`src/rtl/fifo_wc.sv`:
```
// Width-converting first-word-fall-through FIFO: DATA_WIDTH-bit words in, RATIO slices out.
// Define FIFO_WC_ERR_EN to add sticky overflow/underflow outputs.
module fifo_wc #(
    parameter int DATA_WIDTH = 8,
    parameter int RATIO      = 2,
    parameter int ADDR_WIDTH = 2,
    parameter int LSB_FIRST  = 1,
    parameter int AF_MARGIN  = 1
) (
    input  logic                              clk,
    input  logic                              reset,
    input  logic                              wr,
    input  logic [DATA_WIDTH-1:0]             w_data,
    output logic                              full,
    output logic                              almost_full,
    input  logic                              rd,
    output logic [DATA_WIDTH/RATIO-1:0]       r_data,
    output logic                              empty,
    output logic [ADDR_WIDTH+$clog2(RATIO):0] level
`ifdef FIFO_WC_ERR_EN
    ,
    output logic                              overflow,
    output logic                              underflow
`endif
);

    localparam int S           = DATA_WIDTH / RATIO;
    localparam int SW          = $clog2(RATIO);
    localparam int DEPTH       = 2 ** ADDR_WIDTH;
    localparam int RPW         = ADDR_WIDTH + SW;
    localparam int LW          = RPW + 1;
    localparam int FULL_THRESH = DEPTH * RATIO - RATIO;
    localparam int AF_THRESH   = (DEPTH - 1 - AF_MARGIN) * RATIO;

    logic [DATA_WIDTH-1:0] mem [DEPTH];
    logic [ADDR_WIDTH-1:0] w_ptr;
    logic [RPW-1:0]        r_ptr;
    logic [ADDR_WIDTH-1:0] r_word;
    int                    slice_sel;
    logic                  wr_en;
    logic                  rd_en;
    logic [LW-1:0]         level_next;

    assign wr_en = wr & ~full;
    assign rd_en = rd & ~empty;

    // Upper read-pointer bits pick the word, lower bits pick the slice within it.
    if (SW == 0) begin : g_plain
        assign r_word    = r_ptr;
        assign slice_sel = 0;
    end else begin : g_sliced
        assign r_word    = r_ptr[RPW-1:SW];
        assign slice_sel = (LSB_FIRST != 0) ? int'(r_ptr[SW-1:0])
                                            : RATIO - 1 - int'(r_ptr[SW-1:0]);
    end

    assign r_data = S'(mem[r_word] >> (slice_sel * S));

    always_comb begin
        level_next = level + (wr_en ? LW'(RATIO) : LW'(0)) - LW'(rd_en);
    end

    always_ff @(posedge clk) begin
        if (wr_en) begin
            mem[w_ptr] <= w_data;
        end
    end

    // A word's slot is only released once its last slice is read, so level alone sizes the flags.
    always_ff @(posedge clk) begin
        if (reset) begin
            w_ptr       <= '0;
            r_ptr       <= '0;
            level       <= '0;
            empty       <= 1'b1;
            full        <= 1'b0;
            almost_full <= 1'b0;
        end else begin
            if (wr_en) begin
                w_ptr <= w_ptr + ADDR_WIDTH'(1);
            end
            if (rd_en) begin
                r_ptr <= r_ptr + RPW'(1);
            end
            level       <= level_next;
            empty       <= (level_next == '0);
            full        <= (int'(level_next) > FULL_THRESH);
            almost_full <= (int'(level_next) > AF_THRESH);
        end
    end

`ifdef FIFO_WC_ERR_EN
    always_ff @(posedge clk) begin
        if (reset) begin
            overflow  <= 1'b0;
            underflow <= 1'b0;
        end else begin
            overflow  <= overflow | (wr & full);
            underflow <= underflow | (rd & empty);
        end
    end
`endif

endmodule

```
`config.mk`:
```
export PLATFORM = sky130hd
export DESIGN_NAME = fifo_wc
export DESIGN_NICKNAME = d
export VERILOG_FILES = /design/src/rtl/fifo_wc.sv
export SDC_FILE = /design/constraint.sdc
export NUM_CORES = 1
export LEC_CHECK = 0
export ABC_AREA = 1
export CORE_MARGIN = 2
export CORE_UTILIZATION = 55
export CTS_BUF_LIST = sky130_fd_sc_hd__clkbuf_4 sky130_fd_sc_hd__clkbuf_8
export CTS_CLUSTER_SIZE = 14
export DETAILED_ROUTE_END_ITERATION = 6
export GPL_ROUTABILITY_DRIVEN = 0
export HOLD_SLACK_MARGIN = 0.06
export PLACE_DENSITY = 0.77
export REMOVE_ABC_BUFFERS = 1
export SLEW_MARGIN = 40
export SYNTH_ARGS = -nofsm -noshare
export SYNTH_HDL_FRONTEND = slang
export SYNTH_SLANG_ARGS = --single-unit
```
`constraint.sdc`:
```
create_clock -name clk -period 2.5 [get_ports clk]
set_input_delay 0.5 -clock clk [delete_from_list [all_inputs] [get_ports clk]]
set_output_delay 0.5 -clock clk [all_outputs]
set_load 0.01 [all_outputs]
```
# Word level (Yosys, flattened, before mapping)
# Memories as Yosys holds them, arrays and structs flattened. A register that Yosys moved wholly into a read port is not among the register bits.
# Cells that the tools add are included.
[word_totals] regBits=12 ramBits=32 in_bits=12 out_inout_bits=11 elab_cells=24 memories=1
[op_classes] add_sub_neg=4 order_cmp=2 n_shift=1 muxes=5 n_bitwise=4 reduce_logical=1
[memory_table] name="mem" words=4 word_bits=8 rd=1 rd_clocked_by_memory_dff=1 write_ports=1 line_no="35" source="logic [DATA_WIDTH-1:0] mem [DEPTH];"
[op_table] cell="$gt 4x3->1 const B" count=2
[op_table] cell="$shr 8x3->4" count=1
[op_table] cell="$mux 2" count=3
[op_table] cell="$add 4x2->4" count=1
[op_table] cell="$logic_not 4->1" count=1
[op_table] cell="$sub 4x1->4" count=1
[op_table] cell="$add 3x1->3 const B" count=1
[op_table] cell="$add 2x1->2 const B" count=1
[op_table] cell="$and 1x1->1" count=2
[op_table] cell="$mux 1" count=2
[op_table] cell="$not 1->1" count=2

# Logic depth before layout (Yosys ltp)
# Gate-level depths: netlist of the first run.
[logic_depth] word_depth=6 depth_mapped=14 ltp_nobuf=14

# Least setup slack after synthesis of the first run
# OpenSTA, ideal clock, no wires.
[synth_path] path_type="input to register" from="input wr" to="register almost_full" setup_time_ps=115 arrival_ps=1912 required_time_ps=2385 slack_ps=472 cell_stages=13 path_buffers=0 path_cell_list="inv_1 > nor2_1 > inv_2 > ha_1 > inv_1 > ha_1 > fa_1 > nand2_1 > nand2_1 > nand2_1 > nand2_1 > nand2_1 > nand2_1"
[synth_between] elab_chain_cells=5
[synth_lines] element="start: declaration" line_no="12" source="input logic wr,"
[synth_lines] element="$and 1x1->1" line_no="44" source="assign wr_en = wr & ~full;"
[synth_lines] element="$mux 2" line_no="60" source="level_next = level + (wr_en ? LW'(RATIO) : LW'(0)) - LW'(rd_en);"
[synth_lines] element="$add 4x2->4" line_no="60"
[synth_lines] element="$sub 4x1->4" line_no="60"
[synth_lines] element="$gt 4x3->1" line_no="88" source="almost_full <= (int'(level_next) > AF_THRESH);"
[synth_lines] element="end signal: assignment" line_no="88"
[synth_lines] element="end: declaration" line_no="15" source="output logic almost_full,"
# Every way passes these cells.
# A chain may end at the register's enable or synchronous reset.

==> metrics list, run 1 <==
- The flow ran to the end, and the final reports show no timing, DRC or antenna violations.
- With fillers left out, the area of the finished cells amounts to 2430 sq um.
- CTS built an H-tree with a depth of 2.
- Data required time of the worst path: 2.00 ns
- A synthesized cell averages 9.29 sq um.
* Clock network latency to the later pin of the worst-skew pair: 0.29 ns
- The total overflow left after global routing is 0.
* HP Class: flip-flop to flip-flop
- For this run, the number of Yosys warnings is 0.
- Cell total after placement: 292
- Width of the die: 64.8 microns
* Number of core rows: 22
* Top achievable clock speed: 0.435 GHz
- Nature of the critical path endpoint: output pin
* Transition at the pin with the smallest max-transition slack: 0.382 ns
- Hold slack: 0.463 ns
* Number of antenna violations at the first check in global routing: 0
- TritonCTS built the clock tree.
- Setup violations remaining at the end of the flow were counted as 0.
* HPWL Detailed: 2330 microns
- Overall die height: 64.8 microns
* Arrival @ worst endpoint: 1.80 ns
- Cell area power density: 896 nW/um^2
- The count of pins over their slew limit is 0.
- By startpoint and endpoint, the worst setup path is classified as flip-flop to output pin.
* Number of antenna diodes: 0
- After detailed routing, the number of remaining DRC violations is 0.
- Skew final: 0.00546 ns
- Largest cells by area after synthesis: sky130_fd_sc_hd__edfxtp_1 (47%), sky130_fd_sc_hd__dfxtp_1 (14%), sky130_fd_sc_hd__nand2_1 (14%)
- Top-area cell type share of the netlist area: 47.2%
* Post-Synthesis Cell Area: 2030 sq um
- Gate count after technology mapping: 219
* Placement-stage cell area: 2330 sq um
* Initial Util: 56.4%
* Maxcap violations: 0
- Wires add up to 3370 microns.
- End of the worst hold path: r_ptr[2]
- Total of buffers placed on input and output ports: 22
- Across every metal layer, demand over resource in global routing totals 18.7%.
* Core box area: 3610 sq um
- Post-DR wirelength/cell: 11.2 microns
- In this run, post-CTS hold repair placed 0 buffers.
- Post-CTS timing repair inserted 0 buffers for setup.
- Portion of the post-synthesis area used by sequential elements: 61.0%
- Number of CTS-inserted buffers: 5
- Relative to the synthesized area, the layout overhead comes to 19.2%.
- Worst-path fanout max: 9
- Among the stages of the critical path, the cell type that occurs most often is sky130_fd_sc_hd__nand2_1.
* Count of endpoints failing hold in the final timing report: 0
- Across the VDD grid, the largest voltage drop is 0.000636 V.
- Leaving out fill and tap cells, the most frequent cell in the layout is sky130_fd_sc_hd__nand2_1.
* Setup repair after global routing missed its margin: false
- On the worst path, the slowest cell contributes a delay of 0.55 ns.
- In this run the most critical hold path is launched from r_ptr[2].
- After the last flow step, the layout net total stands at 272.
* Share of final-layout standard cells stronger than drive strength 1: 7.54%
- For the finished layout, the period the worst path requires is 2.30 ns.
- Slowest stage cell on the critical path: sky130_fd_sc_hd__dfxtp_1
* Vias in the first global route: 1341
- Across all register-to-register paths, the minimum setup slack is 0.60 ns.
- Clock-pin slew was measured on the worst setup and hold paths at 0.07 ns.
- Worst setup SP type: flip-flop
- Detail Route Antenna Nets: 0
- In this run the tightest slew margin relative to its limit is 74.5%.
- Clock Sinks: 46
- The synthesized netlist contains 15 unique library cells.
* #FFs+latches synth: 46
* Launch point of the worst reg-to-reg path: full
- The floorplan step defined a die boundary enclosing 4200 sq um.
- Via density per instance: 4.63
- Wire length of the first global-routing pass: 5750 microns
* Clock Tree Root: sky130_fd_sc_hd__clkbuf_8
- Number of fill cells in the layout: 291
* Detailed-router iteration count before antenna repair: 4
- The worst hold path passes through 2 cells.
* Most used cells in the layout excluding fill and tap cells: sky130_fd_sc_hd__nand2_1 (74), sky130_fd_sc_hd__inv_1 (47), sky130_fd_sc_hd__edfxtp_1 (32), sky130_fd_sc_hd__clkdlybuf4s50_1 (22), sky130_fd_sc_hd__nand3_1 (15)
- After the flow finishes, the layout carries non-filler instances totaling 300.
- Buffers from clock root to sink, at most: 2
* Library cell with the largest summed area after synthesis: sky130_fd_sc_hd__edfxtp_1
* Fraction of the cycle the final worst path needs: 91.9%
- Leakage power: 1.13 nW
- Adding up every negative setup slack in the final design gives 0 ns.
- The worst register-to-register path ends at full.
- Maximum number of pins on one net before global-route repair: 17
- Depth of the worst register-to-register path: 12
* DRC violation total after the first TritonRoute iteration: 51
* Via count: 1389
* Critical path, cell by cell: inv_2, nand3_1, nand2_1, nand2_1, nand2_1, clkdlybuf4s50_1
* Top-level I/O count: 23
==> power by group <==
part,internal (mW),switching [mW]
clock network,0.234,0.221
logic,0.319,0.404
registers,0.936,0.0616
==> cells by family after synthesis <==
logic type / count (synthesis) / share of synthesized area (%)
buffers and inverters: 54 / 11.2
AND/OR/NAND/NOR: 101 / 19.6
adder cells (fa/ha/maj): 9 / 5.90
flip-flops: 46 / 61.0
AO/OA/AOI/OAI: 9 / 2.34
==> per-layer routing <==
| layer | global-route usage, % | wire [microns] | vias up | share of wire (%) |
|---|---|---|---|---|
| met5 | 0 | 0 | - | 0 |
| met4 | 7.45 | 47 | 0 | 1.4 |
| met3 | 6.25 | 258 | 6 | 7.7 |
| met2 | 31.1 | 1600 | 36 | 48 |
| met1 | 22.5 | 1460 | 614 | 43 |
| li1 | - | - | 733 | - |
==> per-stage QoR <==
| stage | util, % | power, mW | setup slack [ns] |
|---|---|---|---|
| after CTS | 67.2 | 2.19 | 0.0541 |
| after floorplan | - | 1.43 | 0.472 |
| after global placement | 64.6 | 1.71 | 0.0000213 |
| after detailed placement | 64.6 | 1.73 | -0.0565 |
| final | 67.3 | 2.17 | 0.203 |
| after global routing | 67.3 | 2.35 | 0.0603 |
==> final cells by class <==
class	count	area (sq um)	area share (%)
Clock buffer	7	90.1	3.71
Clock inverter	1	5.00	0.206
Inverter	50	190	7.84
Multi-Input combinational cell	119	566	23.3
Sequential cell	46	1240	51.2
Tap cell	48	60.1	2.48
Timing Repair Buffer	29	273	11.2
==> critical path, delay by kind of cell, from the launching register on <==
kind,cells,cell delay (ns)
flops,1,0.55
simple gates,4,0.30
buf+inv,2,0.65
==> worst max path at each step <==
stage               cells after the start  startpoint  slack, ns     endpoint
finish                                  6   flip-flop       0.20    r_data[1]
CTS                                     7   flip-flop       0.05    r_data[1]
global placement                       14          wr    0.00002  almost_full
floorplan                              13          wr       0.47  almost_full
global route                            8   flip-flop       0.06    r_data[2]
detailed placement                     14          wr      -0.06         full
==> synth_stat cells <==
cell type	instances
sky130_fd_sc_hd__inv_1	47
sky130_fd_sc_hd__fa_1	1
sky130_fd_sc_hd__inv_4	1
sky130_fd_sc_hd__dfxtp_1	14
sky130_fd_sc_hd__nand2_1	74
sky130_fd_sc_hd__buf_6	2
sky130_fd_sc_hd__buf_4	2
sky130_fd_sc_hd__nor2_1	12
sky130_fd_sc_hd__edfxtp_1	32
sky130_fd_sc_hd__inv_2	2
sky130_fd_sc_hd__ha_1	8
sky130_fd_sc_hd__a21oi_1	4
sky130_fd_sc_hd__o21bai_1	1
sky130_fd_sc_hd__o21ai_0	4
sky130_fd_sc_hd__nand3_1	15
==> flip-flops by register name (all words and copies together), names as in the netlist, named ones only <==
name / count
r_ptr: 3
w_ptr: 2
full: 1
mem: 32
almost_full: 1
level: 4
empty: 1
==> repair_timing <==
item,4_1_cts,5_1_grt
resized for setup,0,1
endpoints found under the setup margin,0,4
hold endpoints to repair,0,0
(Power assumes the default switching activity.)
==> inputs of run 2 (changes only) <==
- SKIP_CTS_REPAIR_TIMING: default -> 1
==> results of run 2 <==
The final DEF is identical to that of run 1; final timing and power are the same.
